### src/rtl/alu_pkg.sv
// Shared encodings for the calculator ALU sequencer: op codes, FSM states, default width.
package alu_pkg;
  localparam int DEF_WIDTH = 4;

  typedef enum logic [1:0] {
    OP_ADD = 2'b00,
    OP_SUB = 2'b01,
    OP_MUL = 2'b10,
    OP_DIV = 2'b11
  } op_t;

  typedef enum logic [1:0] {
    ST_IDLE  = 2'b00,
    ST_ISSUE = 2'b01,
    ST_DONE  = 2'b10
  } state_t;
endpackage

### src/rtl/alu_seq_ctrl_if.sv
// Request/response bundle between the parser/consumer (master) and the sequencer (slave).
// Optional rsp_ovf exists only when ALU_OVF_FLAG_EN is defined.
interface alu_seq_ctrl_if
  import alu_pkg::*;
#(
  parameter int WIDTH = DEF_WIDTH
);
  // Handshake: a transfer happens on a rising edge where valid && ready are both high;
  // the sender holds valid and payload stable until that edge, ready may change freely.
  logic             req_valid;
  logic             req_ready;
  logic [WIDTH-1:0] req_a;
  logic [WIDTH-1:0] req_b;
  logic [1:0]       req_op;
  logic             req_chain;
  logic             rsp_valid;
  logic             rsp_ready;
  logic [WIDTH-1:0] rsp_result;
  logic             rsp_err;
`ifdef ALU_OVF_FLAG_EN
  logic             rsp_ovf;
`endif

  modport master (
    output req_valid, req_a, req_b, req_op, req_chain, rsp_ready,
    input  req_ready, rsp_valid, rsp_result, rsp_err
`ifdef ALU_OVF_FLAG_EN
    , input rsp_ovf
`endif
  );

  modport slave (
    input  req_valid, req_a, req_b, req_op, req_chain, rsp_ready,
    output req_ready, rsp_valid, rsp_result, rsp_err
`ifdef ALU_OVF_FLAG_EN
    , output rsp_ovf
`endif
  );
endinterface

### src/rtl/alu_ovf_chk.sv
// Full-width overflow/borrow detection for the ALU operands (used with ALU_OVF_FLAG_EN).
module alu_ovf_chk
  import alu_pkg::*;
#(
  parameter int WIDTH = DEF_WIDTH
) (
  input  logic [WIDTH-1:0] a,
  input  logic [WIDTH-1:0] b,
  input  logic [1:0]       op,
  output logic             ovf
);
  logic [WIDTH:0]     sum;
  logic [2*WIDTH-1:0] prod;

  assign sum  = {1'b0, a} + {1'b0, b};
  assign prod = {{WIDTH{1'b0}}, a} * {{WIDTH{1'b0}}, b};

  always_comb begin
    ovf = 1'b0;
    case (op)
      OP_ADD:  ovf = sum[WIDTH];
      OP_SUB:  ovf = (a < b);
      OP_MUL:  ovf = |prod[2*WIDTH-1:WIDTH];
      default: ovf = 1'b0;
    endcase
  end
endmodule

### src/rtl/alu_seq_ctrl.sv
// Sequencer in front of the calculator ALU: registers operands, captures the result, keeps a
// chainable accumulator and traps divide-by-zero. ALU_OVF_FLAG_EN adds the rsp_ovf flag.
module alu_seq_ctrl
  import alu_pkg::*;
#(
  parameter int               WIDTH    = DEF_WIDTH,
  parameter logic [WIDTH-1:0] ACC_INIT = '0
) (
  input  logic             clk,
  input  logic             rst,
  alu_seq_ctrl_if.slave    bus,
  input  logic             acc_clr,
  output logic [WIDTH-1:0] alu_a,
  output logic [WIDTH-1:0] alu_b,
  output logic [1:0]       alu_op,
  input  logic [WIDTH-1:0] alu_result,
  output logic [WIDTH-1:0] acc_value,
  output logic             busy,
  output state_t           state_dbg
);
  state_t state;
  logic   div_zero;

  assign div_zero      = (bus.req_op == OP_DIV) && (bus.req_b == '0);
  assign bus.req_ready = (state == ST_IDLE);
  assign busy          = (state != ST_IDLE);
  assign state_dbg     = state;

`ifdef ALU_OVF_FLAG_EN
  logic ovf_c;

  alu_ovf_chk #(.WIDTH(WIDTH)) u_ovf_chk (
    .a   (alu_a),
    .b   (alu_b),
    .op  (alu_op),
    .ovf (ovf_c)
  );
`endif

  always_ff @(posedge clk or posedge rst) begin
    if (rst) begin
      state          <= ST_IDLE;
      alu_a          <= '0;
      alu_b          <= '0;
      alu_op         <= 2'b00;
      acc_value      <= ACC_INIT;
      bus.rsp_valid  <= 1'b0;
      bus.rsp_result <= '0;
      bus.rsp_err    <= 1'b0;
`ifdef ALU_OVF_FLAG_EN
      bus.rsp_ovf    <= 1'b0;
`endif
    end else begin
      case (state)
        ST_IDLE: begin
          if (bus.req_valid) begin
            alu_a  <= bus.req_chain ? acc_value : bus.req_a;
            alu_b  <= bus.req_b;
            alu_op <= bus.req_op;
            if (div_zero) begin
              // Trap without an ALU pass: respond on the next edge, accumulator untouched.
              bus.rsp_valid  <= 1'b1;
              bus.rsp_result <= '0;
              bus.rsp_err    <= 1'b1;
`ifdef ALU_OVF_FLAG_EN
              bus.rsp_ovf    <= 1'b0;
`endif
              state          <= ST_DONE;
            end else begin
              state <= ST_ISSUE;
            end
          end
        end
        ST_ISSUE: begin
          bus.rsp_valid  <= 1'b1;
          bus.rsp_result <= alu_result;
          bus.rsp_err    <= 1'b0;
`ifdef ALU_OVF_FLAG_EN
          bus.rsp_ovf    <= ovf_c;
`endif
          acc_value      <= alu_result;
          state          <= ST_DONE;
        end
        ST_DONE: begin
          if (bus.rsp_ready) begin
            bus.rsp_valid <= 1'b0;
            state         <= ST_IDLE;
          end
        end
        default: state <= ST_IDLE;
      endcase
      // Placed last so a clear beats an ISSUE capture into the accumulator.
      if (acc_clr) acc_value <= ACC_INIT;
    end
  end
endmodule

### src/flat_wrapper.sv
// flat-port wrapper written by rule: the top's interface ports become plain ports
module alu_seq_ctrl_flat import alu_pkg::*;
#(
  parameter int               WIDTH    = DEF_WIDTH,
  parameter logic [WIDTH-1:0] ACC_INIT = '0
)
  (clk, rst, acc_clr, alu_a, alu_b, alu_op, alu_result, acc_value, busy, state_dbg, bus_req_valid, bus_req_a, bus_req_b, bus_req_op, bus_req_chain, bus_rsp_ready, bus_req_ready, bus_rsp_valid, bus_rsp_result, bus_rsp_err);
  alu_seq_ctrl_if #(.WIDTH(WIDTH)) bus_i ();
  input  logic clk;
  input  logic rst;
  input  logic acc_clr;
  output logic [WIDTH-1:0] alu_a;
  output logic [WIDTH-1:0] alu_b;
  output logic [1:0] alu_op;
  input  logic [WIDTH-1:0] alu_result;
  output logic [WIDTH-1:0] acc_value;
  output logic busy;
  output state_t state_dbg;
  input wire logic [$bits(bus_i.req_valid)-1:0] bus_req_valid;
  input wire logic [$bits(bus_i.req_a)-1:0] bus_req_a;
  input wire logic [$bits(bus_i.req_b)-1:0] bus_req_b;
  input wire logic [$bits(bus_i.req_op)-1:0] bus_req_op;
  input wire logic [$bits(bus_i.req_chain)-1:0] bus_req_chain;
  input wire logic [$bits(bus_i.rsp_ready)-1:0] bus_rsp_ready;
  output wire logic [$bits(bus_i.req_ready)-1:0] bus_req_ready;
  output wire logic [$bits(bus_i.rsp_valid)-1:0] bus_rsp_valid;
  output wire logic [$bits(bus_i.rsp_result)-1:0] bus_rsp_result;
  output wire logic [$bits(bus_i.rsp_err)-1:0] bus_rsp_err;
  assign bus_i.req_valid = bus_req_valid;
  assign bus_i.req_a = bus_req_a;
  assign bus_i.req_b = bus_req_b;
  assign bus_i.req_op = bus_req_op;
  assign bus_i.req_chain = bus_req_chain;
  assign bus_i.rsp_ready = bus_rsp_ready;
  assign bus_req_ready = bus_i.req_ready;
  assign bus_rsp_valid = bus_i.rsp_valid;
  assign bus_rsp_result = bus_i.rsp_result;
  assign bus_rsp_err = bus_i.rsp_err;
  alu_seq_ctrl #(.WIDTH(WIDTH), .ACC_INIT(ACC_INIT)) u_core (.clk(clk), .rst(rst), .bus(bus_i), .acc_clr(acc_clr), .alu_a(alu_a), .alu_b(alu_b), .alu_op(alu_op), .alu_result(alu_result), .acc_value(acc_value), .busy(busy), .state_dbg(state_dbg));
endmodule
### config.mk
export PLATFORM = sky130hd
export DESIGN_NAME = alu_seq_ctrl_flat
export DESIGN_NICKNAME = d
export VERILOG_FILES = /design/src/rtl/alu_pkg.sv /design/src/rtl/alu_seq_ctrl_if.sv /design/src/rtl/alu_ovf_chk.sv /design/src/rtl/alu_seq_ctrl.sv /design/src/flat_wrapper.sv
export SDC_FILE = /design/constraint.sdc
export NUM_CORES = 1
export LEC_CHECK = 0
export CORE_MARGIN = 10
export CORE_UTILIZATION = 35
export CTS_BUF_LIST = sky130_fd_sc_hd__clkbuf_8
export DETAILED_ROUTE_END_ITERATION = 10
export PLACE_DENSITY = 0.75
export SKIP_CTS_REPAIR_TIMING = 1
export SKIP_LAST_GASP = 1
export SLEW_MARGIN = 20
export SYNTH_ARGS = -nofsm -noshare
export SYNTH_HDL_FRONTEND = slang
export SYNTH_SLANG_ARGS = --single-unit
### constraint.sdc
create_clock -name clk -period 1.7 [get_ports clk]
set_input_delay 0.255 -clock clk [delete_from_list [all_inputs] [get_ports clk]]
set_output_delay 0.255 -clock clk [all_outputs]
set_load 0.005 [all_outputs]
Word-level counts from Yosys, hierarchy flattened
Cells that the tools add are included.
Word-level totals
  flip-flop bits (word level): 22
  input bits: 20
  output and inout port bits: 24
  logic and storage cells: 40
Cells by class
  eq/ne operators: 6
  muxes and demuxes: 15
  reductions and logical operators: 11
Operators with widths (count)
  $mux 4: 5
  $pmux 4 s2: 1
  $mux 2: 3
  $pmux 2 s3: 1
  $reduce_bool 2->1: 3
  $eq 2x2->1 const B: 2
  $logic_not 4->1: 1
  $ne 2x2->1 const B: 2
  $reduce_and 2->1: 2
  $reduce_and 4->1: 1
  $mux 1: 3
  $pmux 1 s3: 1
  $reduce_and 3->1: 1
  $reduce_bool 3->1: 1
  $eq 2x1->1 const B: 1
  $logic_not 2->1: 1
  $ne 2x1->1 const B: 1
  $pmux 1 s2: 1
  $logic_and 1x1->1: 1

Logic depth before layout (Yosys ltp)
  depth after elaboration: 5
  mapped depth: 5
  mapped depth without buffers: 3

Worst setup path after synthesis
Ideal clock, no wire load.
  kind: flip-flop to flip-flop
  from: register u_core.state[1] (netlist: u_core.state_dbg[1])
  to: register u_core.alu_b[0]
  setup time: 0.125 ns
  arrival: 1.344 ns
  data required time: 1.575 ns
  setup slack: 0.232 ns
  stages on the path, launching flop included: 5
  path buffers: 2
  clock period less this slack: 1.468 ns
  cell sequence: dfrtp_1 buf_2 nor3b_4 buf_4 mux2_2
Between the ends
  cells in the longest elaborated chain, start to end: 2
Ends and longest elaborated chain
  start, declared: line alu_seq_ctrl.sv:21  | state_t state;
  start signal, assigned: line alu_seq_ctrl.sv:42  | state <= ST_IDLE;
  start signal, assigned: line alu_seq_ctrl.sv:68  | state <= ST_DONE;
  start signal, assigned: line alu_seq_ctrl.sv:70  | state <= ST_ISSUE;
  $logic_not 2->1: line alu_seq_ctrl.sv:54  | case (state)
  $reduce_and 2->1 (no source line)
  end signal, assigned: line alu_seq_ctrl.sv:58  | alu_b <= bus.req_b;
  end, declared: line alu_seq_ctrl.sv:14  | output logic [WIDTH-1:0] alu_b,
Every way passes these cells.
A chain may end at the register's enable or synchronous reset.

Worst setup path in the final report
  from: register u_core.state[0] (netlist: u_core.state_dbg[0])
  to: output port bus_req_ready
Between the ends
  cells in the longest elaborated chain, start to end: 1
Ends and longest elaborated chain
  $logic_not 2->1: line alu_seq_ctrl.sv:25  | assign bus.req_ready = (state == ST_IDLE);
  end, declared: line flat_wrapper.sv:25  | output wire logic [$bits(bus_i.req_ready)-1:0] bus_req_ready;
Every way passes these cells.

==> flow_summary_export.csv <==
group,metric,value,unit
power,p_leak,0.655,nW
critical_path,worstRegToRegCells,3,
routing,route.detailed.drc,0,
routing,viasPerCell,4.87,
sta,timing.final.crit_share,96.7,%
clocking,cts_tree,"done",
critical_path,rrSetupSlack,0.20,ns
critical_path,rr_startpoint,"u_core.state_dbg[0]",
floorplan,die_area,5250,um2
floorplan,die_w,72.4,um
place,dp_hpwl,2.15,mm
sta,finClkSkew,0.00787,ns
place,gp_congestion,0.695,
clocking,htreeDepth,1,
floorplan,core_region_area,2540,um2
finish,fin_util,59.3,%
logic_synthesis,yosys.cell_types.count,21,
finish,drive_above_1_share,16.3,%
clocking,clk_pin_slew,0.08,ns
critical_path,critical_path_class,"reg2out",
finish,num_antenna_cells,0,
place,post-place-ws,-0.193,ns
floorplan,start_util,37.8,%
min_path,hold_path_class,"in2async",
logic_synthesis,syn-num-nets,106,
global_route,grt_pass1_vias,914,
finish,syn2layout_area_growth,56.8,%
sta,setup_violations,0,
critical_path,start_kind,"register",
sta,max_slew_margin,72.6,%
routing,drt-total-wl,2.70,mm
global_route,antenna_found_initial,0,
global_route,globalRouteTotalUtil,10.3,%
clocking,clockRootBuffer,"clkbuf_8",
logic_synthesis,yosysSeqAreaShare,57.2,%
sta,worst_hold_slack,0.330,ns
global_route,grt-ovfl-total,0,
power,ir_drop,0.992,mV
global_route,grt_pass1_wl,4.31,mm
critical_path,cp_slowest_stage_delay,0.53,ns
logic_synthesis,synth_area,962,um2
routing,ant_nets,0,
critical_path,slowest_stage,"clkdlybuf4s50_1",
clocking,clock-sinks,22,
logic_synthesis,synth-seq-cells,22,
floorplan,core.rowCount,18,
power,power_density,1540,nW/um2
routing,drtIter0Drc,26,
critical_path,path_cells,"nor2_2 -> clkdlybuf4s50_1",
run,maxCapViolations,0,
place,numPortBuffers,43,
critical_path,cp.arrival,1.39,ns
routing,dr_total_vias,803,
routing,wl_per_cell,16.4,um
floorplan,die_h,72.4,um
logic_synthesis,netlist_instances,86,
critical_path,cp_max_fo,5,
sta,grt_setup_unrepaired,"no",
sta,finalHoldViolCount,0,
clocking,clk_path_buf_depth,2,
sta,finalCriticalPeriod,1.64,ns
critical_path,cp-end-kind,"output port",
power,finalPower,2.32,mW
logic_synthesis,syn_avg_cell_area,11.2,um2
global_route,grt_max_degree,23,
critical_path,r2r_end,"u_core.alu_b[0]",
sta,worstMarginPinSlew,0.410,ns
sta,drv_slew,0,
status,status,"complete, no violations",
critical_path,required,1.44,ns
logic_synthesis,synth_warnings,0,
sta,finalWorstSetupSlack,0.0556,ns
sta,clock.fmax,608,MHz
floorplan,io_pins,44,
routing,firstDrtPassIters,4,
clocking,clock_latency,0.26,ns
clocking,cts_buffers,3,
finish,final_nets,157,
per-layer routing:
| metal | vias to the layer above | GRT usage (%) | part of all wire, % |
|---|---|---|---|
| met5 | - | 0 | 0 |
| met1 | 379 | 10.4 | 37 |
| met4 | 0 | 5.49 | 1.7 |
| met3 | 4 | 4.90 | 11 |
| li1 | 390 | - | - |
| met2 | 30 | 17.4 | 51 |
cells in the mapped netlist:
master	n	area share, %
o21ai_0	2	1.0
nand2b_1	1	0.65
inv_1	8	3.1
or4b_4	1	1.4
nor2_1	5	2.0
a22o_1	1	0.91
mux2i_1	4	4.2
dfrtp_1	22	57
mux2_2	6	7.0
nor3_4	1	1.7
nand2_1	13	5.1
buf_1	1	0.39
o21a_1	1	0.78
o311ai_0	4	3.6
a21oi_1	8	4.2
buf_2	1	0.52
clkbuf_1	1	0.39
o31a_1	2	1.8
buf_4	1	0.78
nor3b_4	1	2.0
nor2b_1	2	1.3
kinds of logic (layout without fill, tap and decap cells):
group           after synthesis  count (layout)  share of synthesized area [%]
compound gates               18              18                           12.4
flops                        22              22                           57.2
buf+inv                      12              61                           5.20
simple gates                 24              24                           14.0
mux                          10              10                           11.2
report_power, final:
group          total, mW  leakage [nW]  internal [mW]  switching (mW)
Clock              0.318        0.0216          0.158           0.160
Sequential         0.885         0.263          0.741           0.144
Combinational       1.11         0.371          0.705           0.410
Total               2.32         0.655           1.60           0.714
worst max-delay path by stage:
stage	cells past startpoint	slack, ns	to	from
after floorplan	4	0.23	u_core.alu_b[0]	u_core.state_dbg[1]
after global placement	4	-0.11	u_core.bus.rsp_result[1]	bus_req_b[0]
after detailed placement	4	-0.19	u_core.bus.rsp_result[3]	bus_req_b[0]
after CTS	3	-0.11	busy	u_core.state_dbg[1]
after global routing	2	0.003	bus_req_ready	u_core.state_dbg[0]
final	2	0.06	bus_req_ready	u_core.state_dbg[0]
area by class of cell:
| class | instances | area [um2] |
|---|---|---|
| multi-input cells | 52 | 364 |
| well taps | 30 | 37.5 |
| flip-flops and latches | 22 | 553 |
| inverters | 8 | 30.0 |
| fillers | 208 | 1040 |
| repair buffers | 50 | 483 |
| clock buffers | 3 | 41.3 |
stage by stage:
step,instance area (um2),instances,TNS (ns)
after floorplan,962,86,0
after global placement,1430,158,-0.601
after detailed placement,1430,158,-0.962
after CTS,1470,161,-0.208
after global routing,1510,165,0
final,1510,165,0
worst max-delay path, delay by kind of cell (launching register included):
| family | cells | cell delay (ns) |
|---|---|---|
| buf+inv | 1 | 0.53 |
| flops | 1 | 0.44 |
| simple gates | 1 | 0.15 |
registers in the layout, summed over array words and instances (netlist names):
name and count:
u_core.alu_b 4, u_core.bus.rsp_valid 1, u_core.bus.rsp_err 1, u_core.state_dbg 2
u_core.alu_op 2, u_core.acc_value 4, u_core.alu_a 4, u_core.bus.rsp_result 4
placed cells by master, fill, tap and decap left out, drive strengths merged:
master and instances:
buf 7, inv 8, nor3 1, nand2 13
dfrtp 22, nand2b 1, a21oi 8, mux2i 4
o311ai 4, clkbuf 3, o21a 1, o31a 2
o21ai 2, clkdlybuf4s50 43, nor2 5, nor2b 2
a22o 1, nor3b 1, or4b 1, mux2 6
Power figures use the tool's default switching activity.
